<file path="src/rtl/ball_motion.sv">
// ball_motion: vertical ball motion engine (launch, rise, apex, fall, floor/ceiling contact)
module ball_motion #(
  parameter int Y_W    = 9,
  parameter int Y_MAX  = 400,
  parameter int Y_INIT = 200
) (
  input  logic           clk,
  input  logic           reset,
  input  logic           frame_tick,
  input  logic           start,
  input  logic           collision,
  input  logic           jump,
  input  logic [3:0]     max_speed,
  output logic [Y_W-1:0] ball_y,
  output logic [3:0]     ball_speed,
  output logic           direction,
  output logic           alive,
  output logic           apex,
  output logic           hit_floor,
  output logic           hit_ceiling
);
  localparam logic [1:0] IDLE = 2'd0, RISE = 2'd1, FALL = 2'd2, DEAD = 2'd3;
  localparam logic [Y_W:0]   Y_TOP   = (Y_W+1)'(Y_MAX);
  localparam logic [Y_W-1:0] Y_CEIL  = Y_W'(Y_MAX);
  localparam logic [Y_W-1:0] Y_START = Y_W'(Y_INIT);
  logic [1:0]     state_q, state_d;
  logic [Y_W-1:0] y_q, y_d;
  logic [3:0]     speed_q, speed_d;
  logic           dir_q, dir_d;
  logic           apex_q, apex_d;
  logic           hit_floor_q, hit_floor_d;
  logic           hit_ceiling_q, hit_ceiling_d;
  logic           jump_q;
  logic           pend_q, pend_d;
  logic           pend_now;
  logic [3:0]     eff_max;
  logic [Y_W-1:0] speed_ext;
  logic [Y_W:0]   y_sum;
  logic [4:0]     spd_inc;
  assign pend_now  = pend_q | (jump & ~jump_q);
  assign eff_max   = (max_speed == 4'd0) ? 4'd1 : max_speed;
  assign speed_ext = {{(Y_W-4){1'b0}}, speed_q};
  assign y_sum     = {1'b0, y_q} + {1'b0, speed_ext};
  assign spd_inc   = {1'b0, speed_q} + 5'd1;
  always_comb begin
    state_d       = state_q;
    y_d           = y_q;
    speed_d       = speed_q;
    dir_d         = dir_q;
    apex_d        = 1'b0;
    hit_floor_d   = 1'b0;
    hit_ceiling_d = 1'b0;
    pend_d        = frame_tick ? 1'b0 : pend_now;
    if (!start) begin
      state_d = IDLE;
      y_d     = Y_START;
      speed_d = 4'd0;
      dir_d   = 1'b0;
    end else if (collision && (state_q == RISE || state_q == FALL)) begin
      state_d = DEAD;
      speed_d = 4'd0;
    end else if (frame_tick) begin
      if (state_q == IDLE) begin
        y_d     = Y_START;
        speed_d = pend_now ? eff_max : 4'd0;
        dir_d   = pend_now;
        state_d = pend_now ? RISE : IDLE;
      end else if (state_q == RISE) begin
        if (pend_now) begin
          speed_d = eff_max;
          dir_d   = 1'b1;
        end else if (y_sum >= Y_TOP) begin
          y_d           = Y_CEIL;
          speed_d       = 4'd0;
          dir_d         = 1'b0;
          hit_ceiling_d = 1'b1;
          state_d       = FALL;
        end else begin
          y_d     = y_sum[Y_W-1:0];
          speed_d = (speed_q == 4'd0) ? 4'd0 : speed_q - 4'd1;
          // Speed about to reach zero: this is the apex, hand over to FALL.
          if (speed_q <= 4'd1) begin
            dir_d   = 1'b0;
            apex_d  = 1'b1;
            state_d = FALL;
          end
        end
      end else if (state_q == FALL) begin
        if (pend_now) begin
          speed_d = eff_max;
          dir_d   = 1'b1;
          state_d = RISE;
        end else if (y_q <= speed_ext && speed_q != 4'd0) begin
          y_d         = '0;
          speed_d     = 4'd0;
          hit_floor_d = 1'b1;
          state_d     = DEAD;
        end else begin
          y_d     = y_q - speed_ext;
          speed_d = (spd_inc > {1'b0, eff_max}) ? eff_max : spd_inc[3:0];
        end
      end else begin
        speed_d = 4'd0;
      end
    end
  end
  always_ff @(posedge clk) begin
    if (reset) begin
      state_q       <= IDLE;
      y_q           <= Y_START;
      speed_q       <= 4'd0;
      dir_q         <= 1'b0;
      apex_q        <= 1'b0;
      hit_floor_q   <= 1'b0;
      hit_ceiling_q <= 1'b0;
      jump_q        <= 1'b0;
      pend_q        <= 1'b0;
    end else begin
      state_q       <= state_d;
      y_q           <= y_d;
      speed_q       <= speed_d;
      dir_q         <= dir_d;
      apex_q        <= apex_d;
      hit_floor_q   <= hit_floor_d;
      hit_ceiling_q <= hit_ceiling_d;
      jump_q        <= jump;
      pend_q        <= pend_d;
    end
  end
  assign ball_y      = y_q;
  assign ball_speed  = speed_q;
  assign direction   = dir_q;
  assign alive       = (state_q == RISE) || (state_q == FALL);
  assign apex        = apex_q;
  assign hit_floor   = hit_floor_q;
  assign hit_ceiling = hit_ceiling_q;
endmodule
</file>
<file path="config.mk">
export PLATFORM = sky130hd
export DESIGN_NAME = ball_motion
export DESIGN_NICKNAME = d
export VERILOG_FILES = /design/src/rtl/ball_motion.sv
export SDC_FILE = /design/constraint.sdc
export NUM_CORES = 1
export LEC_CHECK = 0
export CORE_MARGIN = 2
export CORE_UTILIZATION = 25
export DETAILED_ROUTE_END_ITERATION = 6
export HOLD_SLACK_MARGIN = 0.02
export PLACE_DENSITY = 0.46
export RECOVER_POWER = 100
export SYNTH_ARGS = -nofsm -noshare
export SYNTH_HDL_FRONTEND = slang
export SYNTH_SLANG_ARGS = --single-unit
</file>
<file path="constraint.sdc">
create_clock -name clk -period 4 [get_ports clk]
set_input_delay 1.2 -clock clk [delete_from_list [all_inputs] [get_ports clk]]
set_output_delay 1.2 -clock clk [all_outputs]
set_load 0.005 [all_outputs]
</file>
---- Yosys cells after proc, flatten, opt, wreduce, memory -nomap -nowiden ----
Index checks and enable logic that the tools add are counted.
Widths: inputs -> output; s select.
word-level totals
  register bits after elaboration ......... 21
  bits of input ports ..................... 10
  output and inout port bits .............. 18
  logic and storage cells ................. 92
operators by class
  add/subtract/negate cells ............... 4
  $lt $le $gt $ge ......................... 4
  equality and inequality tests ........... 6
  muxes and demuxes ....................... 39
  bitwise logic cells ..................... 8
  reduce and logical (&&, ||, !) cells .... 22
operators with widths
  operator             number
  $mux 9               7
  $mux 4               11
  $mux 2               10
  $reduce_or 8->1      2
  $reduce_and 5->1     3
  $reduce_bool 4->1    3
  $mux 1               11
  $add 9x4->10         1
  $ge 10x9->1 const B  1
  $le 9x4->1           1
  $sub 9x4->9          1
  $logic_not 4->1      2
  $reduce_or 7->1      1
  $ne 3x3->1 const B   2
  $not 1->1            6
  $reduce_bool 3->1    2
  $add 4x1->5 const B  1
  $gt 5x4->1           1
  $ne 5x5->1 const B   1
  $reduce_bool 5->1    1
  $le 4x1->1 const B   1
  $ne 4x4->1 const B   1
  $reduce_or 2->1      2
  $sub 4x1->4 const B  1
  other kinds (9)      10

---- Logic depth before layout (Yosys ltp) ----
Gate-level depths: netlist of run 1.
  word-level depth ........................ 9
  mapped depth ............................ 13
  gate-level depth less buffers ........... 11

---- Least setup slack after synthesis of run 1 ----
No wires, ideal clock.
  path kind ............................... in2reg
  from .................................... input port max_speed[1]
  to ...................................... register speed_q[1], in the netlist ball_speed[1]
  library setup time ...................... 0.128 ns
  arrival ................................. 2.660 ns
  required time ........................... 3.872 ns
  setup slack ............................. 1.213 ns
  stages .................................. 10
  buffers on the path ..................... 0
  path through ............................ nor3_1 -> nor2_1 -> inv_1 -> ha_1 -> and4_1 -> a31oi_1 -> a311oi_1 -> nor2b_1 -> a221oi_1 -> a21oi_1
between the ends
  word-level cells in the longest chain between the ends .. 9
  elaborated cells on any way between the ends .. 11
  classes of those cells .................. order compare: 1; mux: 9; reduce/logical: 1
RTL lines
  element                 RTL line  RTL
  start: declaration      13        input logic [3:0] max_speed,
  $logic_not 4->1         41        assign eff_max = (max_speed == 4'd0) ? 4'd1 : max_speed;
  $mux 4 *                41
  $gt 5x4->1              100       speed_d = (spd_inc > {1'b0, eff_max}) ? eff_max : spd_inc[3:0];
  $mux 4                  100
  $mux 4                  93        end else if (y_q <= speed_ext && speed_q != 4'd0) begin
  $mux 4                  89        if (pend_now) begin
  $mux 4                  88        end else if (state_q == FALL) begin
  $mux 4                  68        end else if (state_q == RISE) begin
  $mux 4 *                63        if (state_q == IDLE) begin
  end signal: assignment  121       speed_q <= speed_d;
  end: declaration        28        logic [3:0] speed_q, speed_d;
Mark *: on every way between the ends. The rest lies on a longest branch, timed or not.
A chain may end at the register's enable or synchronous reset.

---- Worst setup path in the final report of run 1 ----
  from .................................... input port max_speed[2]
  to ...................................... register speed_q[1], in the netlist ball_speed[1]
The elaborated chain is that of the path after synthesis.

==> results.sh, run 1 <==
export IMPL_gp_congestion=0.8569
export IMPL_hold_path_depth=2
export IMPL_crit_type="input port to register"
export IMPL_ys_seq_area_share_pct=18.63
export IMPL_power_density_mw_per_mm2=187.5
export IMPL_io_pins=28
export IMPL_cts_htree_levels=1
export IMPL_antenna_found_initial=0
export IMPL_r2r_start="ball_speed[1]"
export IMPL_grt_pass1_vias=2198
export IMPL_grt_pass1_wl_um=11350
export IMPL_end_kind="register"
export IMPL_synthCells=287
export IMPL_synthAdderAreaFrac_pct=13.41
export IMPL_hp_class="register to register"
export IMPL_synth_most_common_cell="nor2_1"
export IMPL_synth_compound_area_share_pct=31.10
export IMPL_num_nets_final=341
export IMPL_grtUsageMet1_pct=19.88
export IMPL_setup_viol=0
export IMPL_syn_area_per_cell_um2=7.865
export IMPL_multi_input_area_mm2=0.001659
export IMPL_cts_setup_buffers=0
export IMPL_cts_buffers=3
export IMPL_postRouteAntennaNets=0
export IMPL_synth_area_mm2=0.002257
export IMPL_tns_ns=0
export IMPL_first_iter_violations=96
export IMPL_p_leak_nw=0.9754
export IMPL_finalClockSkew_ns=0.001981
export IMPL_via_count=2276
export IMPL_cts_buffer_depth=2
export IMPL_status="completed"
export IMPL_cts_resized=0
export IMPL_grt_use_met2_pct=24.01
export IMPL_syn_to_final_growth_pct=16.08
export IMPL_power_uw=491.4
export IMPL_cts_root_buf="clkbuf_8"
export IMPL_max_stage_delay_ns=0.63
export IMPL_via_per_inst=5.484
export IMPL_synth_common_cells="nor2_1 (25), dfxtp_1 (21), ha_1 (21), nand2_1 (20), inv_1 (19)"
export IMPL_required_ns=4.15
export IMPL_regArea_um2=420.4
export IMPL_max_slew_margin_pct=47.07
export IMPL_slowest_stage="dlygate4sd3_1"
export IMPL_diodes=0
export IMPL_grt_start_max_net_pins=17
export IMPL_drive_gt1_share_pct=5.863
export IMPL_die_height_um=99.02
export IMPL_final_util_pct=30.04
export IMPL_wirelength_um=6898
export IMPL_drv_slew=0
export IMPL_synth_async_reset_ratio_pct=0
export IMPL_drv_cap=0
export IMPL_grt_setup_unrepaired="false"
export IMPL_synth_ff_type="dfxtp_1"
export IMPL_max_vdd_ir_drop_mv=0.1072
export IMPL_firstDrtPassIters=4
export IMPL_holdPathEnd="ball_y[2]"
export IMPL_place_hpwl_um=5342
export IMPL_synth_area_leader_cell="dfxtp_1"
export IMPL_track_usage_pct=14.25
export IMPL_r2r_end="ball_y[0]"
export IMPL_top_usage_layer="met2"
export IMPL_core_mm2=0.008721
export IMPL_cts_clk_slew_worst_paths_ns=0.08
export IMPL_wire_per_inst_um=16.62
export IMPL_max_freq_mhz=290.9
export IMPL_die_w_um=99.02
export IMPL_start_util_pct=25.88
export IMPL_critPathLaunchType="input port"
export IMPL_drc_errors=0
export IMPL_synth_edf_count=0
export IMPL_ys_warn_count=0
export IMPL_synth_top_family_by_area="compound AO/OA/AOI/OAI gates"
export IMPL_num_rows=34
export IMPL_period_needed_ns=3.438
export IMPL_hp_start="ball_y[2]"
export IMPL_hold_violations=0
export IMPL_cp_max_fo=5
export IMPL_fillers=950
export IMPL_synth_xor_area_share_pct=2.716
export IMPL_tightest_slew_ns=0.7867
export IMPL_cts_tree="yes"
export IMPL_synth_top_area_share_pct=18.63
export IMPL_cts_hold_buf=0
export IMPL_grt_overflow_total=0
export IMPL_insertion_delay_ns=0.27
export IMPL_portBuffers=27
export IMPL_use_met3_pct=2.057
export IMPL_cp_cell_sequence="dlygate4sd3_1 -> nor3_1 -> nor2_1 -> inv_1 -> ha_1 -> and4_1 -> a31oi_1 -> a311oi_1 -> nor2b_1 -> a221oi_1 -> a21oi_1"
export IMPL_ys_types=67
export IMPL_worst_r2r_path_depth=9
export IMPL_clkSinkCount=21
export IMPL_reg2reg_slack_ns=0.70
export IMPL_synthSimpleGateAreaFrac_pct=26.39
export IMPL_synth_area_leaders="dfxtp_1 (19%), ha_1 (12%), nor2_1 (4.2%)"
export IMPL_crit_arrival_ns=3.58
export IMPL_die_area_mm2=0.009805
export IMPL_ys_seq_elements=21
export IMPL_synth_area_mux_share_pct=0.4435
export IMPL_synth_net_count=320
export IMPL_finalCritPeriodShare_pct=85.95
registers in the layout, summed over array words and instances (netlist names):
| register | cells |
|---|---|
| direction | 1 |
| jump_q | 1 |
| ball_y | 9 |
| pend_q | 1 |
| hit_floor | 1 |
| hit_ceiling | 1 |
| state_q | 2 |
| apex | 1 |
| ball_speed | 4 |
cell families after synthesis:
logic type	count (synthesis)
AO/OA/AOI/OAI	93
flip-flops	21
XOR/XNOR	7
adder cells (fa/ha/maj)	23
buffers and inverters	34
multiplexers	1
AND/OR/NAND/NOR	108
area by class of cell:
type,instances,area share (%)
Clock buffer,4,1.719
Sequential cell,21,16.05
Multi-Input combinational cell,232,63.32
Tap cell,108,5.158
Inverter,19,2.722
Timing Repair Buffer,31,11.03
critical path: cells and delay by family:
family	cells	cell delay, ns
AOI/OAI and AO/OA	4	0.75
adders and majority gates	1	0.27
buffers and inverters	2	0.74
and+or+nand+nor	4	0.62
worst max-delay path by stage:
stage	start	to	slack [ns]
global route	frame_tick	ball_y[4]	0.33
floorplan	max_speed[1]	ball_speed[1]	1.21
detailed placement	max_speed[2]	ball_speed[1]	0.45
global placement	max_speed[2]	ball_speed[1]	0.50
finish	max_speed[2]	ball_speed[1]	0.56
CTS	max_speed[2]	ball_speed[1]	0.75
cells in the final DEF (no fill, tap or decap), types with 5 or more instances in the layout:
master and count:
nor2_1 25, ha_1 21, dfxtp_1 21, nand2_1 20
inv_1 19, o21ai_0 19, dlygate4sd3_1 19, a21oi_1 16
nor3_1 11, nand3_1 9, nor2b_1 9, o211ai_1 9
clkdlybuf4s50_1 8, a31oi_1 6, xnor2_1 5
through the flow:
stage	instance area (um^2)	cells	setup slack [ns]	hold slack, ns
after floorplan	2257	287	1.213	0.4781
after global routing	2620	415	0.3333	0.5788
after global placement	2599	411	0.4981	0.5352
final	2620	415	0.5620	0.5447
after CTS	2644	415	0.7493	0.5424
after detailed placement	2599	411	0.4547	0.5294
power by group:
group	internal [mW]	total, mW	switching [mW]	leakage, nW
combinational	0.0511	0.125	0.0734	0.783
clock	0.0712	0.149	0.0782	0.0228
sequential	0.212	0.217	0.00495	0.170
total	0.335	0.491	0.157	0.975
layer usage:
layer	up-vias	share of wire [%]
met5	-	0
met4	0	0.42
met3	2	5.6
met2	58	48
met1	1106	46
li1	1110	-
(Power assumes the default switching activity.)
==> run 2, diff against run 1 <==
- DONT_BUFFER_PORTS: default -> 1
- PLACE_DENSITY: 0.46 -> 0.42
==> run 2 against run 1 <==
  * Die area unchanged
  * Cell area decreased by 11%
  * Via count decreased by 5.5%
  * Maximum frequency increased by 0.75%
  * Highest routed layer unchanged
==> results.sh, run 2 (synthesis results as in run 1) <==
export IMPL_status="completed"
export IMPL_core_mm2=0.008721
export IMPL_clkSinkCount=21
export IMPL_insertion_delay_ns=0.27
export IMPL_cts_buffers=3
export IMPL_critPathLaunchType="register"
export IMPL_finalClockSkew_ns=0.004086
export IMPL_cts_htree_levels=1
export IMPL_drc_errors=0
export IMPL_cts_clk_slew_worst_paths_ns=0.09
export IMPL_io_pins=28
export IMPL_stdcell_count=387
export IMPL_cts_setup_buffers=0
export IMPL_hold_violations=0
export IMPL_start_util_pct=25.88
export IMPL_grt_pass1_vias=2043
export IMPL_syn_to_final_growth_pct=3.658
export IMPL_drive_gt1_share_pct=6.093
export IMPL_grt_overflow_total=0
export IMPL_dp_cells=383
export IMPL_cts_root_buf="clkbuf_8"
export IMPL_max_freq_mhz=293.1
export IMPL_largest_register_ffs=9
export IMPL_cts_resized=0
export IMPL_die_area_mm2=0.009805
export IMPL_crit_arrival_ns=3.62
export IMPL_final_util_pct=26.83
export IMPL_hp_class="register to register"
export IMPL_p_leak_nw=0.8364
export IMPL_via_count=2151
export IMPL_end_kind="register"
export IMPL_drv_cap=0
export IMPL_diodes=0
export IMPL_tns_ns=0
export IMPL_crit_type="register to register"
export IMPL_die_w_um=99.02
export IMPL_place_hpwl_um=5421
export IMPL_grt_setup_unrepaired="false"
export IMPL_postRouteAntennaNets=0
export IMPL_num_rows=34
export IMPL_required_ns=4.21
export IMPL_firstDrtPassIters=6
export IMPL_gp_congestion=0.8155
export IMPL_period_needed_ns=3.412
export IMPL_fillers=952
export IMPL_track_usage_pct=14.30
export IMPL_wirelength_um=6990
export IMPL_via_per_inst=5.558
export IMPL_grt_start_max_net_pins=17
export IMPL_setup_viol=0
export IMPL_cts_tree="yes"
export IMPL_portBuffers=0
export IMPL_cts_buffer_depth=2
export IMPL_first_iter_violations=108
export IMPL_die_height_um=99.02
export IMPL_wire_per_inst_um=18.06
export IMPL_num_nets_final=313
export IMPL_drv_slew=0
export IMPL_final_common_cell="nor2_1"
export IMPL_layout_common_cells="nor2_1 (25), ha_1 (21), dfxtp_1 (21)"
export IMPL_tightest_slew_ns=0.6708
export IMPL_cts_hold_buf=0
export IMPL_grt_pass1_wl_um=11250
export IMPL_max_vdd_ir_drop_mv=0.1409
export IMPL_cp_max_fo=10
export IMPL_antenna_found_initial=0
export IMPL_max_slew_margin_pct=55.22
export IMPL_finalCritPeriodShare_pct=85.31
export IMPL_holdWs_ns=0.5544
export IMPL_power_density_mw_per_mm2=206.1
## run 2: layer usage
layer / routed length, um / up-vias / GRT usage [%]
met5: 0 / - / 0
met4: 176 / 0 / 4.004
met3: 331 / 14 / 3.050
met2: 3287 / 57 / 23.60
met1: 3194 / 1022 / 18.82
li1: - / 1058 / -
## run 2: path summary, 6_finish.rpt
path                  from       endpoint  slack (ns)  cells after the start
max          ball_speed[3]  ball_speed[1]        0.59                      9
min              ball_y[2]      ball_y[2]        0.55                      2
max reg2reg  ball_speed[3]  ball_speed[1]        0.59                      9
min reg2reg      ball_y[2]      ball_y[2]        0.55                      2
## run 2: critical path: stages (launching register included)
cell      delay (ns)
dfxtp_1         0.58
inv_1           0.17
ha_1            0.50
nor2b_1         0.16
or2_0           0.29
or2_0           0.44
a41oi_4         0.49
nor3b_1         0.37
o211ai_1        0.17
a21oi_1         0.17
## run 2: area by class of cell
type	count	area [um^2]	area share [%]
multi-input cells	232	1652	70.59
well taps	108	135.1	5.775
repair buffers	3	15.01	0.6417
clock buffers	3	41.29	1.765
flip-flops and latches	21	420.4	17.97
inverters	19	71.32	3.048
clock inverters	1	5.005	0.2139
## run 2: per-stage QoR
step / worst slack, ns / area [um^2] / power [mW]
floorplan: 1.213 / 2257 / 0.3085
global placement: 0.8027 / 2321 / 0.3346
detailed placement: 0.7322 / 2321 / 0.3328
CTS: 0.7254 / 2367 / 0.4849
global route: 0.2737 / 2340 / 0.5063
finish: 0.5877 / 2340 / 0.4822
## run 2: report_power, final
group | internal, mW | switching (mW) | total, mW
clock | 0.0699 | 0.0860 | 0.156
combinational | 0.0398 | 0.0675 | 0.107
sequential | 0.212 | 0.00651 | 0.219
==> run 3, diff against run 2 <==
- CORE_MARGIN: 2 -> default
- CTS_CLUSTER_DIAMETER: default -> 150
- HOLD_SLACK_MARGIN: 0.02 -> default
==> run 3 against run 2 <==
  * Core utilization stayed put
  * Sequential cell count stayed put
  * Count of clock-buffer cells in the layout stayed put
  * Via count is 0.60% lower
  * Maximum frequency is 0.58% lower
  * Largest cell class unchanged
  * Largest power group unchanged
  * Highest routed layer unchanged
==> results.sh, run 3 (synthesis results as in run 1) <==
export IMPL_tns_ns=0
export IMPL_dp_cells=383
export IMPL_die_w_um=97.02
export IMPL_period_needed_ns=3.432
export IMPL_max_vdd_ir_drop_mv=0.09347
export IMPL_num_nets_final=313
export IMPL_multi_input_area_mm2=0.001652
export IMPL_place_hpwl_um=5374
export IMPL_grt_start_max_net_pins=17
export IMPL_grt_pass1_wl_um=11180
export IMPL_critPathLaunchType="register"
export IMPL_drv_slew=0
export IMPL_max_slew_margin_pct=57.74
export IMPL_hp_start="ball_y[2]"
export IMPL_firstDrtPassIters=4
export IMPL_fin_ws_ns=0.5679
export IMPL_clkSinkCount=21
export IMPL_die_height_um=97.02
export IMPL_hold_path_depth=2
export IMPL_finalClockSkew_ns=0.002998
export IMPL_antenna_found_initial=0
export IMPL_largest_register_ffs=9
export IMPL_fillers=956
export IMPL_met3_length_um=336
export IMPL_stdcell_count=387
export IMPL_top_layer="met4"
export IMPL_grt_overflow_total=0
export IMPL_via_per_inst=5.525
export IMPL_regArea_um2=420.4
export IMPL_start_util_pct=25.88
export IMPL_insertion_delay_ns=0.28
export IMPL_cts_setup_buffers=0
export IMPL_drive_gt1_share_pct=6.093
export IMPL_wire_per_inst_um=18.21
export IMPL_worst_r2r_path_depth=9
export IMPL_tightest_slew_ns=0.6330
export IMPL_cp_max_fo=10
export IMPL_r2r_end="ball_speed[0]"
export IMPL_r2r_start="ball_speed[3]"
export IMPL_gp_congestion=0.8666
export IMPL_power_density_mw_per_mm2=208.0
export IMPL_cts_buffer_depth=2
export IMPL_holdWs_ns=0.5575
export IMPL_io_pins=28
export IMPL_portBuffers=0
export IMPL_cts_htree_levels=1
export IMPL_syn_to_final_growth_pct=3.658
export IMPL_via_count=2138
export IMPL_core_mm2=0.008721
export IMPL_cts_clk_slew_worst_paths_ns=0.10
export IMPL_reg2reg_slack_ns=0.57
export IMPL_hold_violations=0
export IMPL_first_iter_violations=122
export IMPL_grt_pass1_vias=2075
export IMPL_drv_cap=0
export IMPL_num_rows=34
export IMPL_wl_met2_um=3422
export IMPL_cts_buffers=3
export IMPL_drt_met1_wl_um=3207
export IMPL_crit_type="register to register"
export IMPL_die_area_mm2=0.009413
export IMPL_status="completed"
export IMPL_cts_root_buf="clkbuf_8"
export IMPL_end_kind="register"
export IMPL_finalCritPeriodShare_pct=85.80
export IMPL_crit_arrival_ns=3.63
export IMPL_cts_resized=0
export IMPL_diodes=0
export IMPL_setup_viol=0
export IMPL_final_common_cell="nor2_1"
export IMPL_cts_tree="yes"
export IMPL_postRouteAntennaNets=0
export IMPL_drc_errors=0
export IMPL_holdPathEnd="ball_y[2]"
export IMPL_cts_hold_buf=0
export IMPL_grt_setup_unrepaired="false"
export IMPL_p_leak_nw=0.8368
export IMPL_layout_common_cells="nor2_1 (25), ha_1 (21), dfxtp_1 (21)"
export IMPL_max_freq_mhz=291.4
export IMPL_wirelength_um=7047
export IMPL_track_usage_pct=14.96
export IMPL_place_ws_ns=0.7365
export IMPL_hp_class="register to register"
export IMPL_required_ns=4.19
-- run 3: cell types whose count changed in the layout (fill, tap and decap cells not counted) --
| cell | change |
|---|---|
| o21ai_0 | +2 |
| o21ai_1 | -2 |
-- run 3: cell type report --
class | instances | area share [%]
Sequential cell | 21 | 17.97
Timing Repair Buffer | 3 | 0.6417
Clock inverter | 1 | 0.2139
Multi-Input combinational cell | 232 | 70.59
Tap cell | 108 | 5.775
Inverter | 19 | 3.048
Clock buffer | 3 | 1.765
-- run 3: report_power, final --
part	total [mW]	internal [mW]	leakage, nW	switching (mW)
clock	0.160	0.0700	0.0255	0.0903
sequential	0.219	0.212	0.170	0.00652
combinational	0.107	0.0399	0.641	0.0676
total	0.487	0.322	0.837	0.164
-- run 3: how the worst max path moves through the flow --
stage | slack, ns | endpoint | depth (start not counted) | startpoint
after floorplan | 1.21 | ball_speed[1] | 10 | max_speed[1]
after global placement | 0.80 | state_q[1] | 9 | ball_speed[2]
after detailed placement | 0.74 | state_q[1] | 9 | ball_speed[3]
after CTS | 0.72 | state_q[1] | 9 | ball_speed[3]
after global routing | 0.32 | ball_speed[0] | 9 | ball_speed[3]
final | 0.57 | ball_speed[0] | 9 | ball_speed[3]
-- run 3: critical path, cell delays in order, from the launching register on --
cell	delay, ns
dfxtp_1	0.59
inv_1	0.16
ha_1	0.51
nor2b_1	0.16
or2_0	0.28
or2_0	0.43
a41oi_4	0.48
nor3b_1	0.39
a21oi_1	0.12
o21ai_0	0.22
-- run 3: per-layer routing --
metal  GRT usage [%]  up-vias
li1                -     1055
met2           25.41       52
met5               0        -
met3           2.962        9
met4           4.822        0
met1           18.87     1022
-- run 3: metrics by stage --
step                utilization (%)  power (mW)  instance area, um^2
floorplan                         -      0.3085                 2257
global placement              26.61      0.3347                 2321
detailed placement            26.61      0.3325                 2321
CTS                           27.14      0.4937                 2367
global route                  26.83      0.5145                 2340
finish                        26.83      0.4867                 2340
